$ cat config.mk
export PLATFORM = sky130hd
export DESIGN_NAME = sdm_feed_ctrl
export DESIGN_NICKNAME = d
export VERILOG_FILES = /design/src/rtl/sdm_pkg.sv /design/src/rtl/sdm_sample_fifo.sv /design/src/rtl/sdm_feed_ctrl.sv
export SDC_FILE = /design/constraint.sdc
export NUM_CORES = 1
export LEC_CHECK = 0
export ABC_AREA = 1
export BUFFER_PORTS_ARGS = -buffer_cell sky130_fd_sc_hd__buf_2
export CAP_MARGIN = 20
export CORE_MARGIN = 3
export CORE_UTILIZATION = 55
export CTS_BUF_LIST = sky130_fd_sc_hd__clkbuf_4
export DETAILED_ROUTE_END_ITERATION = 12
export GPL_ROUTABILITY_DRIVEN = 1
export PLACE_DENSITY = 0.83
export REMOVE_ABC_BUFFERS = 1
export SYNTH_ARGS = -nofsm -noshare
export SYNTH_HDL_FRONTEND = slang
export SYNTH_SLANG_ARGS = --single-unit
$ cat constraint.sdc
create_clock -name clk -period 2.04 [get_ports clk]
set_input_delay 0.408 -clock clk [delete_from_list [all_inputs] [get_ports clk]]
set_output_delay 0.408 -clock clk [all_outputs]
set_load 0.03 [all_outputs]
$ cat src/rtl/sdm_pkg.sv
// -----------------------------------------------------------------------------
// sdm_pkg
// Shared definitions for the sigma-delta modulator feed path: controller state
// encoding, oversampling period helper and the underrun counter width. The
// period helper is also meant for the decimator wrapper so both sides agree
// on the period length.
// -----------------------------------------------------------------------------
package sdm_pkg;

  typedef enum logic [1:0] {
    IDLE  = 2'd0,
    PRIME = 2'd1,
    RUN   = 2'd2,
    FLUSH = 2'd3
  } sdm_state_e;

  localparam int UNDERRUN_CNT_W = 8;

  // Oversampling period in clocks for a given exponent: 2^(osr+2).
  function automatic int sdm_period(input int osr);
    return 32'sd1 << (osr + 2);
  endfunction

endpackage

$ cat src/rtl/sdm_sample_fifo.sv
// -----------------------------------------------------------------------------
// sdm_sample_fifo
// Small synchronous FIFO holding PCM samples for the feed controller.
// No write-to-read bypass: a sample pushed into an empty FIFO becomes visible
// on o_rdata only after the push edge.
//
// Ports:
//   clk      in   clock
//   rst      in   synchronous active-high reset (empties the FIFO)
//   i_push   in   write i_wdata (ignored when full)
//   i_pop    in   drop the head entry (ignored when empty)
//   i_clear  in   synchronous flush of all entries
//   i_wdata  in   sample to write
//   o_rdata  out  head entry
//   o_count  out  current occupancy, 0..DEPTH
// -----------------------------------------------------------------------------
module sdm_sample_fifo #(
  parameter int DATA_W = 16,
  parameter int DEPTH  = 4
) (
  input  logic                     clk,
  input  logic                     rst,
  input  logic                     i_push,
  input  logic                     i_pop,
  input  logic                     i_clear,
  input  logic [DATA_W-1:0]        i_wdata,
  output logic [DATA_W-1:0]        o_rdata,
  output logic [$clog2(DEPTH):0]   o_count
);

  localparam int AW = $clog2(DEPTH);

  logic [DATA_W-1:0] r_mem [DEPTH];
  logic [AW-1:0]     r_wr_ptr;
  logic [AW-1:0]     r_rd_ptr;
  logic [AW:0]       r_count;
  logic              w_push;
  logic              w_pop;

  // Fullness is judged on the registered count, so a pop in the same cycle
  // never makes room for a push into a full FIFO.
  assign w_push = i_push && (r_count < (AW+1)'(DEPTH));
  assign w_pop  = i_pop  && (r_count != '0);

  // Pointer and occupancy bookkeeping.
  always_ff @(posedge clk) begin
    if (rst || i_clear) begin
      r_wr_ptr <= '0;
      r_rd_ptr <= '0;
      r_count  <= '0;
    end else begin
      if (w_push) r_wr_ptr <= r_wr_ptr + AW'(1);
      if (w_pop)  r_rd_ptr <= r_rd_ptr + AW'(1);
      case ({w_push, w_pop})
        2'b10:   r_count <= r_count + (AW+1)'(1);
        2'b01:   r_count <= r_count - (AW+1)'(1);
        default: r_count <= r_count;
      endcase
    end
  end

  // Sample storage; contents are don't-care while unoccupied.
  always_ff @(posedge clk) begin
    if (w_push) r_mem[r_wr_ptr] <= i_wdata;
  end

  assign o_rdata = r_mem[r_rd_ptr];
  assign o_count = r_count;

endmodule

$ cat src/rtl/sdm_feed_ctrl.sv
// -----------------------------------------------------------------------------
// sdm_feed_ctrl
// Sequencer in front of the 2nd-order sigma-delta modulator. Buffers incoming
// PCM samples, holds each one on sdm_din for one oversampling period
// (2^(OSR+2) clocks), controls the modulator reset, tracks underruns and
// flushes the loop with mid-scale before stopping.
//
// Ports:
//   clk            in   sole clock
//   rst            in   synchronous active-high reset
//   en             in   run request (level)
//   s_valid/s_data in   upstream sample stream
//   s_ready        out  sample accepted this cycle (decoded)
//   sdm_din        out  modulator input (registered)
//   sdm_rst_n      out  modulator reset, active-low (registered)
//   sample_strobe  out  one-cycle pulse on each sdm_din load (registered)
//   underrun       out  sticky underrun flag (registered)
//   underrun_cnt   out  saturating underrun count (registered)
//   busy           out  controller not idle (decoded)
// -----------------------------------------------------------------------------
module sdm_feed_ctrl
  import sdm_pkg::*;
#(
  parameter int OSR           = 6,
  parameter int DATA_W        = 16,
  parameter int FIFO_DEPTH    = 4,
  parameter int PRIME_LVL     = 2,
  parameter int FLUSH_PERIODS = 4
) (
  input  logic                      clk,
  input  logic                      rst,
  input  logic                      en,
  input  logic                      s_valid,
  input  logic [DATA_W-1:0]         s_data,
  output logic                      s_ready,
  output logic [DATA_W-1:0]         sdm_din,
  output logic                      sdm_rst_n,
  output logic                      sample_strobe,
  output logic                      underrun,
  output logic [UNDERRUN_CNT_W-1:0] underrun_cnt,
  output logic                      busy
);

  localparam int PH_W  = OSR + 2;
  localparam int P     = sdm_period(OSR);
  localparam int CNT_W = $clog2(FIFO_DEPTH) + 1;
  localparam int FL_W  = $clog2(FLUSH_PERIODS + 1);

  localparam logic [PH_W-1:0]           PH_LAST = PH_W'(P - 1);
  localparam logic [FL_W-1:0]           FL_LAST = FL_W'(FLUSH_PERIODS - 1);
  localparam logic [UNDERRUN_CNT_W-1:0] UR_MAX  = '1;

  sdm_state_e                r_state,     w_state_nxt;
  logic [PH_W-1:0]           r_phase,     w_phase_nxt;
  logic [FL_W-1:0]           r_flush_cnt, w_flush_nxt;
  logic [DATA_W-1:0]         r_sdm_din,   w_din_nxt;
  logic                      r_sdm_rst_n, w_rst_n_nxt;
  logic                      r_strobe,    w_strobe_nxt;
  logic                      r_underrun,  w_ur_nxt;
  logic [UNDERRUN_CNT_W-1:0] r_ur_cnt,    w_ur_cnt_nxt;

  logic              w_s_ready;
  logic              w_push;
  logic              w_pop;
  logic              w_clear;
  logic              w_boundary;
  logic [CNT_W-1:0]  w_count;
  logic [DATA_W-1:0] w_head;

  sdm_sample_fifo #(
    .DATA_W (DATA_W),
    .DEPTH  (FIFO_DEPTH)
  ) u_fifo (
    .clk     (clk),
    .rst     (rst),
    .i_push  (w_push),
    .i_pop   (w_pop),
    .i_clear (w_clear),
    .i_wdata (s_data),
    .o_rdata (w_head),
    .o_count (w_count)
  );

  assign w_s_ready  = ((r_state == PRIME) || (r_state == RUN)) &&
                      (w_count < CNT_W'(FIFO_DEPTH));
  assign w_push     = s_valid && w_s_ready;
  assign w_boundary = (r_phase == PH_LAST);

  // Next-state and next-output decode.
  always_comb begin
    w_state_nxt  = r_state;
    w_phase_nxt  = r_phase;
    w_flush_nxt  = r_flush_cnt;
    w_din_nxt    = r_sdm_din;
    w_rst_n_nxt  = r_sdm_rst_n;
    w_strobe_nxt = 1'b0;
    w_ur_nxt     = r_underrun;
    w_ur_cnt_nxt = r_ur_cnt;
    w_pop        = 1'b0;
    w_clear      = 1'b0;

    case (r_state)
      IDLE: begin
        w_din_nxt   = '0;
        w_rst_n_nxt = 1'b0;
        w_phase_nxt = '0;
        if (en) begin
          w_state_nxt  = PRIME;
          w_ur_nxt     = 1'b0;
          w_ur_cnt_nxt = '0;
        end else begin
          w_state_nxt = IDLE;
        end
      end

      PRIME: begin
        w_phase_nxt = '0;
        w_rst_n_nxt = 1'b0;
        if (!en) begin
          w_state_nxt = IDLE;
        end else if (w_count >= CNT_W'(PRIME_LVL)) begin
          // Modulator leaves reset on the same edge as its first sample.
          w_pop        = 1'b1;
          w_din_nxt    = w_head;
          w_rst_n_nxt  = 1'b1;
          w_strobe_nxt = 1'b1;
          w_state_nxt  = RUN;
        end else begin
          w_state_nxt = PRIME;
        end
      end

      RUN: begin
        w_phase_nxt = r_phase + PH_W'(1);
        if (w_boundary) begin
          w_strobe_nxt = 1'b1;
          if (!en) begin
            w_din_nxt   = '0;
            w_flush_nxt = '0;
            w_state_nxt = FLUSH;
          end else if (w_count != '0) begin
            w_pop     = 1'b1;
            w_din_nxt = w_head;
          end else begin
            // Starved: keep the previous sample on the loop.
            w_ur_nxt = 1'b1;
            if (r_ur_cnt != UR_MAX) begin
              w_ur_cnt_nxt = r_ur_cnt + UNDERRUN_CNT_W'(1);
            end else begin
              w_ur_cnt_nxt = r_ur_cnt;
            end
          end
        end else begin
          w_strobe_nxt = 1'b0;
        end
      end

      FLUSH: begin
        w_phase_nxt = r_phase + PH_W'(1);
        w_din_nxt   = '0;
        if (w_boundary) begin
          w_strobe_nxt = 1'b1;
          w_flush_nxt  = r_flush_cnt + FL_W'(1);
          if (r_flush_cnt == FL_LAST) begin
            w_rst_n_nxt = 1'b0;
            w_clear     = 1'b1;
            w_state_nxt = IDLE;
          end else begin
            w_state_nxt = FLUSH;
          end
        end else begin
          w_strobe_nxt = 1'b0;
        end
      end

      default: begin
        w_state_nxt = IDLE;
        w_din_nxt   = '0;
        w_rst_n_nxt = 1'b0;
        w_phase_nxt = '0;
      end
    endcase
  end

  // State and output registers.
  always_ff @(posedge clk) begin
    if (rst) begin
      r_state     <= IDLE;
      r_phase     <= '0;
      r_flush_cnt <= '0;
      r_sdm_din   <= '0;
      r_sdm_rst_n <= 1'b0;
      r_strobe    <= 1'b0;
      r_underrun  <= 1'b0;
      r_ur_cnt    <= '0;
    end else begin
      r_state     <= w_state_nxt;
      r_phase     <= w_phase_nxt;
      r_flush_cnt <= w_flush_nxt;
      r_sdm_din   <= w_din_nxt;
      r_sdm_rst_n <= w_rst_n_nxt;
      r_strobe    <= w_strobe_nxt;
      r_underrun  <= w_ur_nxt;
      r_ur_cnt    <= w_ur_cnt_nxt;
    end
  end

  assign s_ready       = w_s_ready;
  assign sdm_din       = r_sdm_din;
  assign sdm_rst_n     = r_sdm_rst_n;
  assign sample_strobe = r_strobe;
  assign underrun      = r_underrun;
  assign underrun_cnt  = r_ur_cnt;
  assign busy          = (r_state != IDLE);

endmodule

== Word level (Yosys, flattened, before mapping) ==
Memories as Yosys holds them, arrays and structs flattened. A register that Yosys moved wholly into a read port is not among the register bits.
Cells that the tools add are included.

* Memories kept: 1
* Input bits: 20
* Memory bits (writable): 64
* Latch bits: 0
* Output and inout port bits: 29
* Bits in registers: 47
* Word-level logic and storage cells: 111
* Memory bits (read-only): 0

{| class="wikitable"
|+ Memories
! name !! words !! bits a word !! rd ports !! clocked after Yosys merged registers in !! write ports !! line !! RTL
|-
| u_fifo.r_mem || 4 || 16 || 1 || 1 || 1 || sdm_sample_fifo.sv:33 || <nowiki>logic [DATA_W-1:0] r_mem [DEPTH];</nowiki>
|}

* Bitwise operators: 0
* Shift-type cells: 0
* Div/mod/pow operators: 0
* Reduce and logical (&&, ||, !) cells: 22
* $add $sub $neg: 7
* Equality and inequality tests: 19
* $lt $le $gt $ge: 2
* Muxes and demuxes: 49
* Multiply operators: 0

{| class="wikitable"
|+ Operator list
! operator !! count
|-
| 16-bit 2-to-1 mux || 5
|-
| 16-bit one-hot mux with 3 select lines || 1
|-
| 8-bit 2-to-1 mux || 5
|-
| 8-bit one-hot mux with 2 select lines || 2
|-
| 1-bit 2-to-1 mux || 18
|-
| 8-bit by 1-bit adder with 8-bit output, second input constant || 2
|-
| 2-bit 2-to-1 mux || 8
|-
| 2-bit inequality test, second input constant || 8
|-
| 3-bit one-hot mux with 2 select lines || 2
|-
| 3-bit 2-to-1 mux || 3
|-
| 8-bit equality test, second input constant || 1
|-
| 8-bit inequality test, second input constant || 1
|-
| 2-bit one-hot mux with 4 select lines || 1
|-
| 4-bit AND reduction || 2
|-
| 2-bit nonzero test || 4
|-
| 3-bit by 1-bit adder with 3-bit output, second input constant || 2
|-
| 2-bit equality test, second input constant || 3
|-
| 1-bit one-hot mux with 2 select lines || 3
|-
| 3-bit AND reduction || 2
|-
| 6-bit AND reduction || 1
|-
| 3-bit nonzero test || 2
|-
| 2-bit OR reduction || 3
|-
| 5-bit AND reduction || 1
|-
| 2-bit by 1-bit adder with 2-bit output, second input constant || 2
|-
| 11 further kinds || 17
|}

== Logic depth before layout (Yosys ltp) ==
* Depth in word-level cells: 8
* Mapped depth: 14
* Gate-level depth less buffers: 14

== Modules after synthesis ==
Synthesis repeated with hierarchy kept, for this count alone.

* Cell total of the unflattened synthesis: 531
* Area, all modules: 4,999.8 µm²

{| class="wikitable"
|+ Modules (own cells, without submodules)
! module !! instances !! area an instance (µm²) !! cells an instance !! seq. area each (µm²)
|-
| sdm_sample_fifo || 1 || 2,825.2 || 220 || 2,102.0
|-
| sdm_feed_ctrl || 1 || 2,174.6 || 311 || 800.8
|}

== Worst setup path before layout ==
Ideal clock, no wire load.

* Kind: flip-flop to flip-flop
* From: register r_state[0]
* To: memory u_fifo.r_mem[0][0], enable pin
* Path buffers: 0
* Setup slack: -0.646 ns
* Data arrival time: 2.297 ns
* Library setup time: 0.389 ns
* Data required time: 1.651 ns
* Period minus slack after synthesis: 2.686 ns
* Stages on the path, launching flop included: 7
* Path through: dfxtp_1 -> inv_1 -> ha_1 -> inv_1 -> nor2_1 -> nand2_1 -> nor2_1

* Cells in the longest elaborated chain, start to end: 7
* Elaborated cells on any way between the ends: 8
* Those cells by class: eq/ne (2); mux (2); reduce/logical (4)

{| class="wikitable"
|+ RTL lines
! item !! line !! RTL
|-
| start, declared || sdm_feed_ctrl.sv:53 || <nowiki>sdm_state_e r_state, w_state_nxt;</nowiki>
|-
| start signal, assigned || sdm_feed_ctrl.sv:197 || <nowiki>r_state <= w_state_nxt;</nowiki>
|-
| 2-bit by 1-bit equality test with 1-bit output or 2-bit equality test (tied branches) || sdm_feed_ctrl.sv:84 || <nowiki>assign w_s_ready = ((r_state == PRIME) || (r_state == RUN)) &&</nowiki>
|-
| 1-bit logical OR * || sdm_feed_ctrl.sv:84 ||
|-
| 1-bit logical AND * || sdm_feed_ctrl.sv:84 ||
|-
| net s_ready || sdm_feed_ctrl.sv:35 || <nowiki>output logic s_ready,</nowiki>
|-
| 1-bit logical AND * || sdm_feed_ctrl.sv:86 || <nowiki>assign w_push = s_valid && w_s_ready;</nowiki>
|-
| 1-bit logical AND * || sdm_sample_fifo.sv:42 || <nowiki>assign w_push = i_push && (r_count < (AW+1)'(DEPTH));</nowiki>
|-
| 1-bit 2-to-1 mux * || sdm_sample_fifo.sv:64 || <nowiki>if (w_push) r_mem[r_wr_ptr] <= i_wdata;</nowiki>
|-
| 1-bit 2-to-1 mux (not written as such) * || sdm_sample_fifo.sv:64 ||
|-
| end, declared || sdm_sample_fifo.sv:33 ||
|}

Mark *: on every way through the listed nets, which the timed path passes. The rest lies on a longest branch.

== Worst setup path after layout ==
* From: register r_phase[1]
* To: register u_fifo.r_count[2], in the netlist u_fifo.o_count[2]

* Cells in the longest elaborated chain, start to end: 6
* Elaborated cells on any way between the ends: 11
* Those cells by class: eq/ne (3); mux (5); reduce/logical (3)

{| class="wikitable"
|+ RTL lines
! item !! line !! RTL
|-
| start, declared || sdm_feed_ctrl.sv:54 || <nowiki>logic [PH_W-1:0] r_phase, w_phase_nxt;</nowiki>
|-
| start signal, assigned || sdm_feed_ctrl.sv:198 || <nowiki>r_phase <= w_phase_nxt;</nowiki>
|-
| 8-bit equality test * || sdm_feed_ctrl.sv:87 || <nowiki>assign w_boundary = (r_phase == PH_LAST);</nowiki>
|-
| 1-bit 2-to-1 mux * || sdm_feed_ctrl.sv:135 || <nowiki>if (w_boundary) begin</nowiki>
|-
| 1-bit one-hot mux with 2 select lines * || sdm_feed_ctrl.sv:102 || <nowiki>case (r_state)</nowiki>
|-
| 1-bit logical AND * || sdm_sample_fifo.sv:43 || <nowiki>assign w_pop = i_pop && (r_count != '0);</nowiki>
|-
| net u_fifo.w_pop || sdm_sample_fifo.sv:38 || <nowiki>logic w_pop;</nowiki>
|-
| 2-bit by 1-bit equality test with 1-bit output or 2-bit equality test (tied branches) || sdm_sample_fifo.sv:54 || <nowiki>case ({w_push, w_pop})</nowiki>
|-
| 3-bit one-hot mux with 2 select lines or 2-bit nonzero test (tied branches) || -- ||
|-
| end signal, assigned || sdm_sample_fifo.sv:55 || <nowiki>2'b10: r_count <= r_count + (AW+1)'(1);</nowiki>
|-
| end signal, assigned || sdm_sample_fifo.sv:56 || <nowiki>2'b01: r_count <= r_count - (AW+1)'(1);</nowiki>
|-
| end signal, assigned || sdm_sample_fifo.sv:57 || <nowiki>default: r_count <= r_count;</nowiki>
|-
| end, declared || sdm_sample_fifo.sv:36 || <nowiki>logic [AW:0] r_count;</nowiki>
|}

Marks and branches as above.
A chain may end at the register's enable or synchronous reset.

==> metrics.md <==
| Metric | Value |
|---|---|
| Post-Route WL | 12000 µm |
| Initial Util | 56.8% |
| Crit path launch type | register |
| Worst Path Required | 2.44 ns |
| Final worst path period share | 110% |
| Hold Crit Class | in2reg |
| Clk slew on worst S/H paths | 0.13 ns |
| Status | finished with violations |
| Fin. Hold Viols | 0 |
| Largest net degree at the start of global routing | 33 |
| Critical path arrival | roughly 2.7 ns |
| Critical Path Fanout Max | 2 |
| Final nets | roughly 670 |
| GR Overflow Total | 0 |
| Net Sw Frac | ~29% |
| CP Class | reg2reg |
| Layout cells sized above 1 | 28.7% |
| FF+latch count, synth | 113 |
| Post-CTS Hold Buffers | 0 |
| Area of the die | approximately 10000 µm² |
| CP max-delay cell | fa_2 |
| Distinct cells, synth | 33 |
| Post-synthesis instance total | 539 |
| Syn avg cell area | 9.24 µm² |
| Unrepaired setup endpoints after global routing | true |
| Power Internal | 3.25 mW |
| Setup_tns | -0.376 ns |
| Clk_skew | roughly 0.016 ns |
| CTS sink count | between 100 and 150 |
| First-pass GRT wire length | 17900 µm |
| Fmax | roughly 0.44 GHz |
| Clock power frac | 35.6% |
| Die H | approximately 100 µm |
| Initial antenna violation count | 0 |
| RePlAce Congestion | 0.842 |
| Place WS | -0.274 ns |
| Worst slew margin | 58.8% |
| Clock Latency Late Sink | 0.52 ns |
| Most common flop cell mapped by yosys | edfxtp_1 |
| Overall routing resource usage | 22.7% |
| DR vias/cell | about 5.5 |
| PortBufs | 48 |
| Fraction of registers with async set/reset | 0% |
| Synth warnings | 0 |
| Final HPWL DP | 6380 µm |
| TritonRoute pass-1 iters | 5 |
| VDD IR max | 0.000358 V |
| Combinational Power Share | 9.7% |
| Iter 0 DRT Violations | 311 |
| Measured slew at the worst slew-check pin | between 0.6 and 0.7 ns |
| Slowest stage delay, CP | 0.38 ns |
| Drt wl/cell | 15.8 µm |
| Pwr/cell area | 751 nW/µm² |
| Max cap viols | 0 |
| Final setup vio count | 3 |
| Sequential share of power | 54.7% |
| DRT antenna net count | 0 |
| Post-layout min period | 2.25 ns |
| I/O pins | 49 |
| Max-slew violations | 0 |
| Seq/Total Area, Yosys | approximately three fifths |
| CORE AREA | 8760 µm² |
| Final WS setup | -0.212 ns |
| Num rows | 34 |
| DRC viols | 0 |
| Die X | 101 µm |
| Switching power | 1.30 mW |
| Post-synth EDFFs | 64 |
| Cells along the critical path | ha_4 > nand2_4 > nor2_4 > nand2_2 > o21ai_2 > nand2_2 > inv_2 > ha_4 > inv_2 > fa_2 > a21oi_2 > o21ai_2 > xor2_1 > nor2_1 |
| Vias in the first global route | 3899 |
| CP delay by family, top | adder cells |
| Leakage power | 2.54 nW |
| Crit path buf inv count | 2 |
| CP Capture Type | register |
| Clock tree buffer depth | 2 |
| Failing checks | negative setup slack |
| Syn-to-layout area delta | 21.9% |
| Syn Std Cell Area | 4980 µm² |
| CTS Root Cell | clkbuf_4 |
| Htree depth | 4 |
| Vias post-DR | about 4200 |
| CTS Buf Count | 17 |
| CTS tree | built |
## final timing paths
kind	from	to	slack [ns]	cells past startpoint
setup reg to reg	r_phase[1]$_SDFF_PP0_	u_fifo.o_count[2]$_SDFFE_PP0P_	-0.21	14
setup / recovery	r_phase[1]$_SDFF_PP0_	u_fifo.o_count[2]$_SDFFE_PP0P_	-0.21	14
hold reg to reg	underrun$_SDFFE_PP0P_	underrun$_SDFFE_PP0P_	0.47	2
hold / removal	s_data[3]	u_fifo.r_mem[1][3]$_DFFE_PP_	0.09	1
## cells in the mapped netlist (6+ instances only)
cell type	instances	area share (%)
nor2_1	123	9.3
nand2_1	91	6.9
edfxtp_1	64	39
o21ai_0	57	5.7
dfxtp_1	49	20
inv_1	39	2.9
a21oi_1	18	1.8
ha_1	14	3.5
nand3_1	13	1.3
clkbuf_1	7	0.53
o21ai_1	7	0.70
buf_2	6	0.60
buf_6	6	1.4
nand2_2	6	0.75
## per-stage QoR
step / power (mW) / cell area (µm²) / cells / util, % / hold slack [ns]
3_5_place_dp: 2.94 / 5510 / 707 / 62.8 / 0.454
2_1_floorplan: 2.78 / 4850 / 519 / - / 0.418
5_1_grt: 4.73 / 6070 / 757 / 69.2 / 0.0566
3_3_place_gp: 2.93 / 5510 / 707 / 62.8 / 0.450
4_1_cts: 4.55 / 5980 / 755 / 68.3 / 0.0543
6_report: 4.56 / 6070 / 758 / 69.2 / 0.0891
## kinds of logic (layout without fill, tap and decap cells)
group                      after synthesis  in the layout  synth area share [%]
AOI/OAI and AO/OA                       94             94                  10.2
xor gates and xnor gates                 5              5                 0.879
adders and majority gates               15             15                  3.92
buffers and inverters                   61            171                  5.65
DFF                                    113            113                  58.3
other                                    0              1                     0
and+or+nand+nor                        251            251                  21.0
## flip-flops by register name, summed over array words and instances, names as in the netlist, named ones only
register	count
underrun_cnt	8
r_phase	8
u_fifo.r_wr_ptr	2
sdm_din	16
sdm_rst_n	1
r_state	2
r_flush_cnt	3
sample_strobe	1
underrun	1
u_fifo.o_count	3
u_fifo.r_mem	64
u_fifo.r_rd_ptr	2
## power by group through the flow
stage / Combinational, mW / Clock [mW] / Sequential, mW
final: 0.444 / 1.62 / 2.49
after global routing: 0.484 / 1.75 / 2.50
after CTS: 0.421 / 1.64 / 2.49
after detailed placement: 0.401 / 0 / 2.54
after global placement: 0.387 / 0 / 2.54
after floorplan: 0.178 / 0 / 2.61
## repair_timing
| action | CTS | global route |
|---|---|---|
| endpoints found under the hold margin | 0 | 0 |
| setup buffers | 16 | 5 |
| endpoints found under the setup margin | 4 | 6 |
| pin swaps | 5 | 15 |
| gates resized for setup | 29 | 17 |
## per-layer routing
| metal | track usage (%) | part of all wire (%) | up-vias |
|---|---|---|---|
| met3 | 5.37 | 7.7 | 55 |
| met1 | 27.0 | 39 | 1920 |
| li1 | - | - | 1966 |
| met5 | 0 | 0 | - |
| met2 | 38.1 | 49 | 224 |
| met4 | 12.3 | 3.8 | 0 |
## layout make-up
cell class | instances | area (µm²)
Clock buffer | 17 | 128
Sequential cell | 113 | 2910
Tap cell | 108 | 135
Multi-Input combinational cell | 365 | 1920
Antenna cell | 1 | 2.50
Clock inverter | 15 | 149
Inverter | 41 | 159
Fill cell | 582 | 2700
Timing Repair Buffer | 98 | 667
## cells in the final DEF (no fill, tap or decap), types with 2 or more instances in the layout
cell	instances
nor2_2	5
o21ai_0	55
inv_4	2
ha_4	4
nand2_4	4
nand2_2	9
o211ai_1	2
dfxtp_1	45
a211oi_1	3
inv_6	7
a21oi_1	16
nand3_2	2
clkbuf_4	17
inv_2	5
buf_6	3
buf_12	3
buf_2	47
ha_1	9
nand3_1	12
nor2_1	118
edfxtp_1	64
clkinv_4	3
dfxtp_2	3
nand4_1	2
or2_1	2
nor2_4	6
xor2_1	4
or2_2	2
inv_1	34
o21ai_2	3
buf_4	45
clkinvlp_4	2
o21ai_1	7
nand2_1	87
a21oi_2	7
Power figures use the tool's default switching activity.
